`src/rtl/mc_ctrl_pkg.sv`:
```
// Shared encodings for the multi-cycle MIPS control unit: opcodes, FSM states,
// datapath select codes and the one-hot opcode class bundle.
package mc_ctrl_pkg;

  localparam logic [5:0] OP_RTYPE = 6'b000000;
  localparam logic [5:0] OP_LW    = 6'b100011;
  localparam logic [5:0] OP_SW    = 6'b101011;
  localparam logic [5:0] OP_BEQ   = 6'b000100;
  localparam logic [5:0] OP_BNE   = 6'b000101;
  localparam logic [5:0] OP_ORI   = 6'b001101;
  localparam logic [5:0] OP_LUI   = 6'b001111;
  localparam logic [5:0] OP_J     = 6'b000010;
  localparam logic [5:0] OP_JAL   = 6'b000011;

  typedef enum logic [3:0] {
    ST_FETCH    = 4'd0,
    ST_DECODE   = 4'd1,
    ST_EXEC_R   = 4'd2,
    ST_EXEC_ORI = 4'd3,
    ST_EXEC_LUI = 4'd4,
    ST_MEM_ADDR = 4'd5,
    ST_MEM_RD   = 4'd6,
    ST_MEM_WR   = 4'd7,
    ST_WB_R     = 4'd8,
    ST_WB_I     = 4'd9,
    ST_WB_MEM   = 4'd10,
    ST_BRANCH   = 4'd11,
    ST_JUMP     = 4'd12,
    ST_TRAP     = 4'd13
  } state_e;

  localparam logic [1:0] PC_SRC_ALU    = 2'd0;
  localparam logic [1:0] PC_SRC_ALUOUT = 2'd1;
  localparam logic [1:0] PC_SRC_JUMP   = 2'd2;
  localparam logic [1:0] PC_SRC_RS     = 2'd3;

  localparam logic [1:0] REG_DST_RT = 2'd0;
  localparam logic [1:0] REG_DST_RD = 2'd1;
  localparam logic [1:0] REG_DST_RA = 2'd2;

  localparam logic [1:0] MTR_ALUOUT = 2'd0;
  localparam logic [1:0] MTR_MDR    = 2'd1;
  localparam logic [1:0] MTR_PC     = 2'd2;
  localparam logic [1:0] MTR_LUI    = 2'd3;

  localparam logic [1:0] ALUB_RT      = 2'd0;
  localparam logic [1:0] ALUB_FOUR    = 2'd1;
  localparam logic [1:0] ALUB_IMM     = 2'd2;
  localparam logic [1:0] ALUB_IMM_SH2 = 2'd3;

  localparam logic [1:0] ALUOP_ADD   = 2'd0;
  localparam logic [1:0] ALUOP_SUB   = 2'd1;
  localparam logic [1:0] ALUOP_FUNCT = 2'd2;
  localparam logic [1:0] ALUOP_OR    = 2'd3;

  typedef struct packed {
    logic rtype;
    logic lw;
    logic sw;
    logic beq;
    logic bne;
    logic ori;
    logic lui;
    logic j;
    logic jal;
    logic jr;
    logic illegal;
  } op_class_t;

endpackage

```
`src/rtl/mc_opcode_class.sv`:
```
// Combinational opcode decoder producing a one-hot instruction class shared by
// the control FSM's next-state and output logic.
module mc_opcode_class
  import mc_ctrl_pkg::*;
#(
  parameter int                  OPCODE_W  = 6,
  parameter logic [OPCODE_W-1:0] JR_OPCODE = 6'b001000
) (
  input  logic [OPCODE_W-1:0] opcode,
  output op_class_t           cls
);

  always_comb begin
    cls         = '0;
    cls.rtype   = (opcode == OP_RTYPE);
    cls.lw      = (opcode == OP_LW);
    cls.sw      = (opcode == OP_SW);
    cls.beq     = (opcode == OP_BEQ);
    cls.bne     = (opcode == OP_BNE);
    cls.ori     = (opcode == OP_ORI);
    cls.lui     = (opcode == OP_LUI);
    cls.j       = (opcode == OP_J);
    cls.jal     = (opcode == OP_JAL);
    cls.jr      = (opcode == JR_OPCODE);
    cls.illegal = ~(cls.rtype | cls.lw | cls.sw | cls.beq | cls.bne | cls.ori |
                    cls.lui | cls.j | cls.jal | cls.jr);
  end

endmodule

```
`src/rtl/multicycle_control_unit.sv`:
```
// Multi-cycle MIPS control FSM with retired-instruction counter.
// Define MCCU_ILLEGAL_TRAP_EN to trap on unknown opcodes instead of treating them as NOPs.
module multicycle_control_unit
  import mc_ctrl_pkg::*;
#(
  parameter int                  OPCODE_W  = 6,
  parameter int                  CNT_W     = 32,
  parameter logic [OPCODE_W-1:0] JR_OPCODE = 6'b001000
) (
  input  logic                clk,
  input  logic                reset,
  input  logic [OPCODE_W-1:0] opcode,
  input  logic                zero,
  input  logic                mem_ready,
  output logic                mem_req,
  output logic                mem_we,
  output logic                i_or_d,
  output logic                ir_write,
  output logic                pc_write,
  output logic [1:0]          pc_src,
  output logic                reg_write,
  output logic [1:0]          reg_dst,
  output logic [1:0]          mem_to_reg,
  output logic                alu_src_a,
  output logic [1:0]          alu_src_b,
  output logic [1:0]          alu_op,
`ifdef MCCU_ILLEGAL_TRAP_EN
  output logic                trap,
`endif
  output logic                instr_done,
  output logic [CNT_W-1:0]    retired_count
);

  state_e           state_q, state_d;
  logic [CNT_W-1:0] count_q;
  op_class_t        cls;

  mc_opcode_class #(
    .OPCODE_W (OPCODE_W),
    .JR_OPCODE(JR_OPCODE)
  ) u_class (
    .opcode(opcode),
    .cls   (cls)
  );

  always_ff @(posedge clk) begin
    if (reset) begin
      state_q <= ST_FETCH;
      count_q <= '0;
    end else begin
      state_q <= state_d;
      if (instr_done) count_q <= count_q + CNT_W'(1);
    end
  end

  assign retired_count = count_q;

  // Outputs are forced low while reset is high so an aborted access never
  // leaks a request or write strobe, regardless of the state being left.
  always_comb begin
    state_d    = state_q;
    mem_req    = 1'b0;
    mem_we     = 1'b0;
    i_or_d     = 1'b0;
    ir_write   = 1'b0;
    pc_write   = 1'b0;
    pc_src     = PC_SRC_ALU;
    reg_write  = 1'b0;
    reg_dst    = REG_DST_RT;
    mem_to_reg = MTR_ALUOUT;
    alu_src_a  = 1'b0;
    alu_src_b  = ALUB_RT;
    alu_op     = ALUOP_ADD;
    instr_done = 1'b0;
`ifdef MCCU_ILLEGAL_TRAP_EN
    trap       = 1'b0;
`endif
    if (!reset) begin
      unique case (state_q)
        ST_FETCH: begin
          mem_req   = 1'b1;
          alu_src_b = ALUB_FOUR;
          if (mem_ready) begin
            ir_write = 1'b1;
            pc_write = 1'b1;
            state_d  = ST_DECODE;
          end
        end
        ST_DECODE: begin
          alu_src_b = ALUB_IMM_SH2;
          if (cls.rtype)                  state_d = ST_EXEC_R;
          else if (cls.lw | cls.sw)       state_d = ST_MEM_ADDR;
          else if (cls.beq | cls.bne)     state_d = ST_BRANCH;
          else if (cls.ori)               state_d = ST_EXEC_ORI;
          else if (cls.lui)               state_d = ST_EXEC_LUI;
          else if (cls.j | cls.jal | cls.jr) state_d = ST_JUMP;
          else begin
`ifdef MCCU_ILLEGAL_TRAP_EN
            state_d = ST_TRAP;
`else
            instr_done = 1'b1;
            state_d    = ST_FETCH;
`endif
          end
        end
        ST_EXEC_R: begin
          alu_src_a = 1'b1;
          alu_op    = ALUOP_FUNCT;
          state_d   = ST_WB_R;
        end
        ST_WB_R: begin
          reg_write  = 1'b1;
          reg_dst    = REG_DST_RD;
          instr_done = 1'b1;
          state_d    = ST_FETCH;
        end
        ST_EXEC_ORI: begin
          alu_src_a = 1'b1;
          alu_src_b = ALUB_IMM;
          alu_op    = ALUOP_OR;
          state_d   = ST_WB_I;
        end
        ST_EXEC_LUI: state_d = ST_WB_I;
        ST_WB_I: begin
          reg_write  = 1'b1;
          mem_to_reg = cls.lui ? MTR_LUI : MTR_ALUOUT;
          instr_done = 1'b1;
          state_d    = ST_FETCH;
        end
        ST_MEM_ADDR: begin
          alu_src_a = 1'b1;
          alu_src_b = ALUB_IMM;
          state_d   = cls.sw ? ST_MEM_WR : ST_MEM_RD;
        end
        ST_MEM_RD: begin
          mem_req = 1'b1;
          i_or_d  = 1'b1;
          if (mem_ready) state_d = ST_WB_MEM;
        end
        ST_WB_MEM: begin
          reg_write  = 1'b1;
          mem_to_reg = MTR_MDR;
          instr_done = 1'b1;
          state_d    = ST_FETCH;
        end
        ST_MEM_WR: begin
          mem_req = 1'b1;
          mem_we  = 1'b1;
          i_or_d  = 1'b1;
          if (mem_ready) begin
            instr_done = 1'b1;
            state_d    = ST_FETCH;
          end
        end
        ST_BRANCH: begin
          alu_src_a  = 1'b1;
          alu_op     = ALUOP_SUB;
          pc_src     = PC_SRC_ALUOUT;
          pc_write   = cls.bne ? ~zero : zero;
          instr_done = 1'b1;
          state_d    = ST_FETCH;
        end
        ST_JUMP: begin
          pc_write   = 1'b1;
          pc_src     = cls.jr ? PC_SRC_RS : PC_SRC_JUMP;
          instr_done = 1'b1;
          state_d    = ST_FETCH;
          if (cls.jal) begin
            reg_write  = 1'b1;
            reg_dst    = REG_DST_RA;
            mem_to_reg = MTR_PC;
          end
        end
`ifdef MCCU_ILLEGAL_TRAP_EN
        ST_TRAP: trap = 1'b1;
`endif
        default: state_d = ST_FETCH;
      endcase
    end
  end

endmodule

```
`config.mk`:
```
export PLATFORM = sky130hd
export DESIGN_NAME = multicycle_control_unit
export DESIGN_NICKNAME = d
export VERILOG_FILES = /design/src/rtl/mc_ctrl_pkg.sv /design/src/rtl/mc_opcode_class.sv /design/src/rtl/multicycle_control_unit.sv
export SDC_FILE = /design/constraint.sdc
export NUM_CORES = 1
export LEC_CHECK = 0
export CORE_ASPECT_RATIO = 1.75
export CORE_MARGIN = 4
export CORE_UTILIZATION = 25
export CTS_BUF_LIST = sky130_fd_sc_hd__clkbuf_2 sky130_fd_sc_hd__clkbuf_4 sky130_fd_sc_hd__clkbuf_8
export DETAILED_ROUTE_END_ITERATION = 10
export PLACE_DENSITY = 0.46
export SLEW_MARGIN = 40
export SYNTH_ARGS = -nofsm -noshare
export SYNTH_HDL_FRONTEND = slang
export SYNTH_SLANG_ARGS = --single-unit
export TNS_END_PERCENT = 30
```
`constraint.sdc`:
```
create_clock -name clk -period 2 [get_ports clk]
set_input_delay 0.4 -clock clk [delete_from_list [all_inputs] [get_ports clk]]
set_output_delay 0.4 -clock clk [all_outputs]
set_load 0.05 [all_outputs]
```
==> results of run 1 <==
==> worst min-delay path, stage by stage (launching register included) <==
cell,delay (ps)
dfxtp_4,370
nand3_1,70
a21oi_1,50
==> state kept, by name (all words and copies together) (netlist names) <==
signal and cells:
retired_count 32, state_q 4
==> cell type report <==
class	instances	share of cell area, %
clock buffers	8	2.029
well taps	127	3.304
multi-input cells	269	45.66
repair buffers	145	32.05
inverters	8	0.6764
flip-flops and latches	36	16.29
==> worst max-delay path by stage <==
stage / from / end / cells after the start
after floorplan: reset / reg_dst[0] / 4
after global placement: opcode[2] / instr_done / 7
after detailed placement: opcode[2] / retired_count[2] / 7
after CTS: state_q[1] / mem_to_reg[1] / 6
after global routing: opcode[2] / pc_write / 8
final: state_q[1] / instr_done / 6
==> synth_stat cells (8+ instances only) <==
cell type and n:
nand3_1 16, a211oi_1 9, nor2_1 54, mux2_1 29
nand2_1 17, clkbuf_1 11, dfxtp_1 36, a21oi_1 27
inv_1 8, nand4_1 13, nor3_1 11, nor2b_1 29
==> routing by layer <==
metal	up-vias	global-route usage, %	share of wire, %
met5	-	0	0
met4	0	5.505	2.2
met3	13	2.566	3.2
met2	54	27.69	56
met1	1415	15.55	39
li1	1468	-	-
==> through the flow <==
step / total power [mW] / TNS [ps]
after global placement: 1.158 / -18860
after CTS: 1.806 / -1770
after floorplan: 0.9772 / -1754
final: 1.850 / -824.2
after detailed placement: 1.159 / -19620
after global routing: 1.947 / -2420
==> report_power, final <==
part	internal [mW]	switching, mW	leakage [nW]
registers	0.709	0.00968	0.306
logic	0.258	0.286	1.64
clock network	0.309	0.279	0.0523
==> cells by family (layout without fill, tap and decap cells) <==
family	count (synthesis)	count (layout)	synth area share [%]
fa+ha+maj	1	1	0.4714
compound gates	67	67	19.09
xor+xnor	2	2	0.6602
buf+inv	36	161	6.412
mux	31	31	13.15
flops	36	36	27.16
simple gates	168	168	33.05
==> what timing repair did <==
| item | 4_1_cts | 5_1_grt |
|---|---|---|
| gates resized for setup | 79 | 57 |
| cloned | 0 | 1 |
| setup buffers | 9 | 13 |
| endpoints found under the setup margin | 45 | 49 |
| pin swaps | 16 | 23 |
==> flow_summary.toml, run 1 <==
[cells_and_area]
layout_commonest_cell = "buf_4"
final_cell_mix = "buf_4, nor2_1, nor2b_1"
ff_latch_area_um2 = 783.3
num_antenna_cells = 0
fin_area_um2 = 4810
fin_nets = 476
multi_input_area_um2 = 2196
nFillCells = 1036
area_growth_pct = 81.24
fin_cells = 593
final_layout_size_suffix_gt1_share_pct = 48.50
fin_util_pct = 46.42

[setup_path]
end_kind = "output pin"
path_delay_family = "compound AO/OA/AOI/OAI gates"
worst_setup_path_start_kind = "flip-flop"
ff2ff_path_depth = 7
r2r_setup_slack_ps = -80
max_stage_delay_ps = 370
worst_ep_arrival_time_ps = 1740
r2r-start = "state_q[1]"
critPathRequiredTime_ps = 1600
critical_path_buf_inv_count = 2
crit_chain = "nor4b_4 > o31a_1 > o211ai_4 > buf_12 > a21oi_4 > buf_6"
path_max_fanout = 2
worstSetupPathType = "flip-flop to output pin"
critical_path.slowest_cell = "dfxtp_4"
timing.rr.end = "retired_count[23]"

[timing]
drv_slew = 0
fin_skew_ps = 4.302
rsz0062_at_grt = "yes"
fmax_mhz = 466.4
final-hold-violation-count = 0
whs_ps = 523.0
period_share_pct = 107.2
slew_headroom_pct = 65.12
worstMarginPinSlew_ps = 521.5
post-route-min-period_ps = 2144
setup_viol = 12
finalWorstSetupSlack_ps = -144.2

[power]
p_leak_nw = 2.001
peakVddDrop_mv = 0.3576
p_per_area_nw_per_um2 = 384.7

[worst_hold_path]
holdPathEnd = "retired_count[1]"
hold_depth = 2
hp-class = "flip-flop to flip-flop"
hp-start = "retired_count[1]"

[logic_synthesis]
synth-main-ff-cell = "dfxtp_1"
yosysTopAreaCell = "dfxtp_1"
synthArstFlopShare_pct = 0
synth-edff-count = 0
synthCells = 341
synth_area_um2 = 2654
yosys_warnings = 0
yosysTopAreaCellShare_pct = 27.16
synth_cell_type_count = 50
synth_area_leaders = "dfxtp_1, mux2_1, nor2_1"
yosysSeqAreaShare_pct = 27.16
syn_avg_cell_area_um2 = 7.782
postSynthRegisterBits = 36
synth_nets = 352

[die]
ios = 60
dieWidth_um = 85.89
rows = 49
floorplan.initialDensity_pct = 25.61
die-area_um2 = 12390
die_y_um = 144.3
core_area_um2 = 10360

[placement]
dp_hpwl_um = 6382
placed_area_um2 = 4078
pre_cts_slack_ps = -576.0
io_buffer_count = 59
place_congestion = 0.7798
dpl.cell_count = 562

[clocking]
clockBufferDepth = 2
postCtsHoldBufs = 0
clk_latency_ps = 300
clkSinkCount = 36
cts_tree = "done"
numCtsBuffers = 5
clkSlewWorstSetupHoldPaths_ps = 70
clock-root-buffer = "clkbuf_8"
htreeDepth = 2

[drt]
wl_per_cell_um = 15.21
ant_nets = 0
via_count = 2950
vias_per_cell = 4.975
wl_um = 9020
drtIter0Drc = 77
drc = 0
dr.pass1.iters = 4

[run]
drv_cap = 0

[global_routing]
grt_util_all_layers_pct = 14.53
grt_max_degree = 66
grt_pass1_vias = 2965
grt_overflow = 0
grt_pass1_wl_um = 14410
antenna_found_initial = 0

[run_status]
violations = "setup timing"
status = "finished with violations"
(Power assumes the default switching activity.)
==> run 2: changes to the inputs <==
--- a/config.mk
+++ b/config.mk
@@ -6,12 +6,11 @@
 export NUM_CORES = 1
 export LEC_CHECK = 0
 export CORE_ASPECT_RATIO = 1.75
-export CORE_MARGIN = 4
 export CORE_UTILIZATION = 25
 export CTS_BUF_LIST = sky130_fd_sc_hd__clkbuf_2 sky130_fd_sc_hd__clkbuf_4 sky130_fd_sc_hd__clkbuf_8
 export DETAILED_ROUTE_END_ITERATION = 10
 export PLACE_DENSITY = 0.46
-export SLEW_MARGIN = 40
+export SLEW_MARGIN = 20
 export SYNTH_ARGS = -nofsm -noshare
 export SYNTH_HDL_FRONTEND = slang
 export SYNTH_SLANG_ARGS = --single-unit
==> run 2 against run 1 <==
  * The run still ends with setup timing left
  * Register-to-register slack lost 70 ps
  * Sequential power is essentially flat
  * Die area shrank 11%
  * Hold slack about the same
  * Non-clock buffer count up 12
  * Core utilization is 4.8 points higher
  * Cell area rose by 9.7%
  * Global-route usage up 2.7 points
==> flow_summary.toml, run 2 (synthesis results as in run 1) <==
[global_routing]
grt_max_degree = 66
grt_util_all_layers_pct = 17.27
antenna_found_initial = 1
grt_pass1_wl_um = 14980
grt_pass1_vias = 3062
use_met3_pct = 2.442
grt_overflow = 0
use_met1_pct = 17.65
grt_use_met2_pct = 33.65
grt.busiest_layer = "met2"

[placement]
dp_hpwl_um = 6188
placed_area_um2 = 4133
place_congestion = 0.8005
io_buffer_count = 59
pre_cts_slack_ps = -572.0

[die]
rows = 49
dieWidth_um = 79.89
ios = 60
floorplan.initialDensity_pct = 25.77
die-area_um2 = 11050
core_area_um2 = 10300
die_y_um = 138.3

[clocking]
cts_tree = "done"
clkSinkCount = 36
htreeDepth = 2
clk_latency_ps = 300
clockBufferDepth = 2
clkSlewWorstSetupHoldPaths_ps = 80
clock-root-buffer = "clkbuf_8"
numCtsBuffers = 5

[cells_and_area]
final_cell_mix = "buf_4, nor2_1, nor2b_1"
layout_commonest_cell = "buf_4"
fin_nets = 488
final_layout_size_suffix_gt1_share_pct = 54.81
largest_register_ffs = 32
nFillCells = 961
fin_area_um2 = 5278
area_growth_pct = 98.87

[drt]
vias_per_cell = 5.005
ant_nets = 0
dr.pass1.iters = 4
drtIter0Drc = 102
wl_um = 9325
wl_per_cell_um = 15.39
via_count = 3033
drc = 0

[setup_path]
path_max_fanout = 3
worst_setup_path_start_kind = "flip-flop"
end_kind = "output pin"
critPathRequiredTime_ps = 1600
worst_ep_arrival_time_ps = 1750
worstSetupPathType = "flip-flop to output pin"

[timing]
rsz0062_at_grt = "yes"
finalWorstSetupSlack_ps = -146.8
drv_slew = 0
slew_headroom_pct = 66.14
worstMarginPinSlew_ps = 506.4
whs_ps = 522.8
final-hold-violation-count = 0
period_share_pct = 107.3
post-route-min-period_ps = 2147
fmax_mhz = 465.8
fin_skew_ps = 8.576
setup_viol = 37
fin_setup_tns_ps = -3140

[run_status]
status = "finished with violations"
violations = "setup timing"

[worst_hold_path]
hp-class = "flip-flop to flip-flop"

[run]
drv_cap = 0

[power]
p_per_area_nw_per_um2 = 435.9
peakVddDrop_mv = 0.3885
finalPower_mw = 2.300
p_leak_nw = 2.131
run 2: critical path, stage by stage (launching register included):
cell	delay (ps)
dfxtp_2	340
nor4b_4	320
o31a_1	220
o211ai_2	110
buf_12	160
a21oi_4	120
buf_6	170
run 2: where the power goes:
group	total, mW	leakage (nW)	internal, mW	switching [mW]
Sequential	0.720	0.306	0.710	0.00996
Combinational	0.657	1.75	0.329	0.328
Clock	0.923	0.0784	0.624	0.299
run 2: path summary, 6_finish.rpt:
path | to | startpoint | slack [ps] | cells after the start
max | instr_done | state_q[1] | -150 | 6
min reg2reg | retired_count[1] | retired_count[1] | 520 | 2
max reg2reg | retired_count[29] | state_q[1] | -150 | 8
min | retired_count[1] | retired_count[1] | 520 | 2
run 2: repair_timing:
item                       CTS  global route
setup endpoints to repair   48            55
setup buffers               19            10
resized for setup           96            96
pin swaps                   18            24
hold buffers                 0             0
gates cloned                 2             0
run 2: metrics by stage:
| step | util, % | std cells |
|---|---|---|
| floorplan | - | 341 |
| global placement | 40.12 | 566 |
| detailed placement | 40.12 | 566 |
| CTS | 46.48 | 595 |
| global route | 51.21 | 605 |
| finish | 51.24 | 606 |
run 2: layout make-up:
| cell class | instances | area [um^2] | share of cell area [%] |
|---|---|---|---|
| clock inverters | 3 | 90.09 | 1.707 |
| inverters | 8 | 32.53 | 0.6164 |
| clock buffers | 5 | 68.82 | 1.304 |
| diodes | 1 | 2.502 | 0.04742 |
| well taps | 127 | 158.9 | 3.011 |
| flip-flops and latches | 36 | 782.0 | 14.82 |
| repair buffers | 157 | 1749 | 33.14 |
| multi-input cells | 269 | 2394 | 45.35 |
run 2: routing by layer:
| layer | vias to the layer above | part of all wire, % |
|---|---|---|
| met4 | 0 | 2.0 |
| met2 | 52 | 57 |
| met5 | - | 0 |
| met3 | 10 | 2.9 |
| li1 | 1493 | - |
| met1 | 1478 | 38 |
==> run 3: changes to the inputs <==
--- a/config.mk
+++ b/config.mk
@@ -8,10 +8,12 @@
 export CORE_ASPECT_RATIO = 1.75
 export CORE_UTILIZATION = 25
 export CTS_BUF_LIST = sky130_fd_sc_hd__clkbuf_2 sky130_fd_sc_hd__clkbuf_4 sky130_fd_sc_hd__clkbuf_8
+export CTS_CLUSTER_SIZE = 10
 export DETAILED_ROUTE_END_ITERATION = 10
-export PLACE_DENSITY = 0.46
+export PLACE_DENSITY = 0.47
 export SLEW_MARGIN = 20
 export SYNTH_ARGS = -nofsm -noshare
 export SYNTH_HDL_FRONTEND = slang
+export SYNTH_HIERARCHICAL = 1
 export SYNTH_SLANG_ARGS = --single-unit
 export TNS_END_PERCENT = 30
==> run 3 against run 2 <==
  * The flow still finishes with violations (setup timing)
  * Fmax fell by 1.2%
  * Total power fell by 29%
  * Routed wire length fell by 15%
  * Synthesized cell count fell by 12%
  * Die area fell by 12%
  * Setup slack got worse by 26 ps
  * Clock skew fell by 2.0 ps
  * Global-route usage fell by 0.58 points
  * Combinational power fell by 51%
  * Non-clock buffer count fell by 35
  * Clock-buffer cell count rose by 2
  * Cell area fell by 24%
  * Critical endpoint unchanged
  * Highest routed layer unchanged
==> flow_summary.toml, run 3 <==
[setup_path]
r2r-start = "state_q[1]"
ff2ff_path_depth = 6
max_stage_delay_ps = 310
worst_setup_path_start_kind = "primary input"
path_delay_family = "simple AND/OR/NAND/NOR gates"
timing.rr.end = "retired_count[30]"
critPathRequiredTime_ps = 1600
r2r_setup_slack_ps = -40
worst_ep_arrival_time_ps = 1770
path_max_fanout = 4
crit_chain = "buf_8 > nor2_2 > nand2_2 > nor3_4 > nor4_2 > nand4_1 > buf_6 > a21oi_4 > buf_12"
critical_path_buf_inv_count = 3
worstSetupPathType = "primary input to output pin"
end_kind = "output pin"
critical_path.slowest_cell = "nor4_2"

[timing]
drv_slew = 0
finalWorstSetupSlack_ps = -172.6
period_share_pct = 108.6
fin_setup_tns_ps = -1621
fin_skew_ps = 6.580
final-hold-violation-count = 0
fmax_mhz = 460.3
rsz0062_at_grt = "yes"
setup_viol = 21
slew_headroom_pct = 65.19
worstMarginPinSlew_ps = 520.6
post-route-min-period_ps = 2173
whs_ps = 491.8

[clocking]
htreeDepth = 2
clock-root-buffer = "clkbuf_8"
clkSlewWorstSetupHoldPaths_ps = 70
clkSinkCount = 36
numCtsBuffers = 5
clk_latency_ps = 290
cts_tree = "done"
clockBufferDepth = 2

[die]
die-area_um2 = 9775
die_y_um = 130.0
floorplan.initialDensity_pct = 25.76
dieWidth_um = 75.17
ios = 60
rows = 46
core_area_um2 = 9094

[placement]
place_congestion = 0.7992
io_buffer_count = 59
dp_hpwl_um = 5830
pre_cts_slack_ps = -858.6

[cells_and_area]
layout_commonest_cell = "buf_4"
fin_util_pct = 44.33
final_cell_mix = "buf_4, nor2_1, dfxtp_1"
fin_nets = 420
area_growth_pct = 72.12
largest_register_ffs = 32
num_antenna_cells = 0
final_layout_size_suffix_gt1_share_pct = 44.74

[logic_synthesis]
synth_area_um2 = 2342
synth_nets = 310
yosys_warnings = 6
syn_avg_cell_area_um2 = 7.834
synthCells = 299

[worst_hold_path]
hp-class = "flip-flop to flip-flop"
hp-start = "retired_count[31]"
holdPathEnd = "retired_count[31]"
hold_depth = 1

[global_routing]
grt_util_all_layers_pct = 16.69
grt_pass1_wl_um = 12320
grt_overflow = 0
grt_max_degree = 21
grt_pass1_vias = 2603
antenna_found_initial = 0

[run_status]
violations = "setup timing"
status = "finished with violations"

[run]
drv_cap = 0

[drt]
via_count = 2577
ant_nets = 0
wl_per_cell_um = 14.99
vias_per_cell = 4.871
drtIter0Drc = 80
drc = 0
dr.pass1.iters = 4
wl_um = 7929

[power]
p_per_area_nw_per_um2 = 405.1
peakVddDrop_mv = 0.3588
finalPower_mw = 1.633
p_leak_nw = 1.498
==> run 3: layout make-up <==
type / instances / area, um^2
Fill cell: 951 / 5062
Multi-Input combinational cell: 236 / 1843
Timing Repair Buffer: 122 / 1171
Sequential cell: 36 / 729.5
Tap cell: 120 / 150.1
Clock buffer: 7 / 96.34
Inverter: 8 / 41.29
==> run 3: repair_timing <==
| action | 4_1_cts | 5_1_grt |
|---|---|---|
| gates cloned | 0 | 0 |
| pin swaps | 13 | 19 |
| resized for setup | 72 | 37 |
| endpoints found under the setup margin | 42 | 42 |
| setup buffers | 3 | 5 |
| hold buffers | 0 | 0 |
==> run 3: worst max-delay path by stage <==
stage	start	slack, ps	to	cells after the start
6_report	opcode[2]	-170	instr_done	9
5_1_grt	opcode[2]	-300	instr_done	9
4_1_cts	opcode[3]	-100	instr_done	9
3_5_place_dp	opcode[1]	-860	retired_count[30]	9
3_3_place_gp	opcode[2]	-800	retired_count[30]	10
2_1_floorplan	state_q[2]	-290	mem_to_reg[1]	4
==> run 3: where the power goes <==
group | switching [mW] | internal (mW) | total (mW)
clock | 0.270 | 0.307 | 0.577
combinational | 0.184 | 0.140 | 0.325
sequential | 0.00861 | 0.723 | 0.731
==> run 3: layer usage <==
layer  part of all wire [%]  vias up  track usage (%)  routed length [um]
met3                    2.5       12            2.239                 202
met4                    2.4        0            6.427                 192
li1                       -     1282                -                   -
met5                      0        -                0                   0
met2                     61       48            34.23                4806
met1                     34     1235            15.76                2727
==> run 3: per-stage QoR <==
step / instance area [um^2] / instances
final: 4031 / 529
after floorplan: 2462 / 299
after detailed placement: 3542 / 514
after global routing: 4031 / 529
after CTS: 3836 / 524
after global placement: 3542 / 514
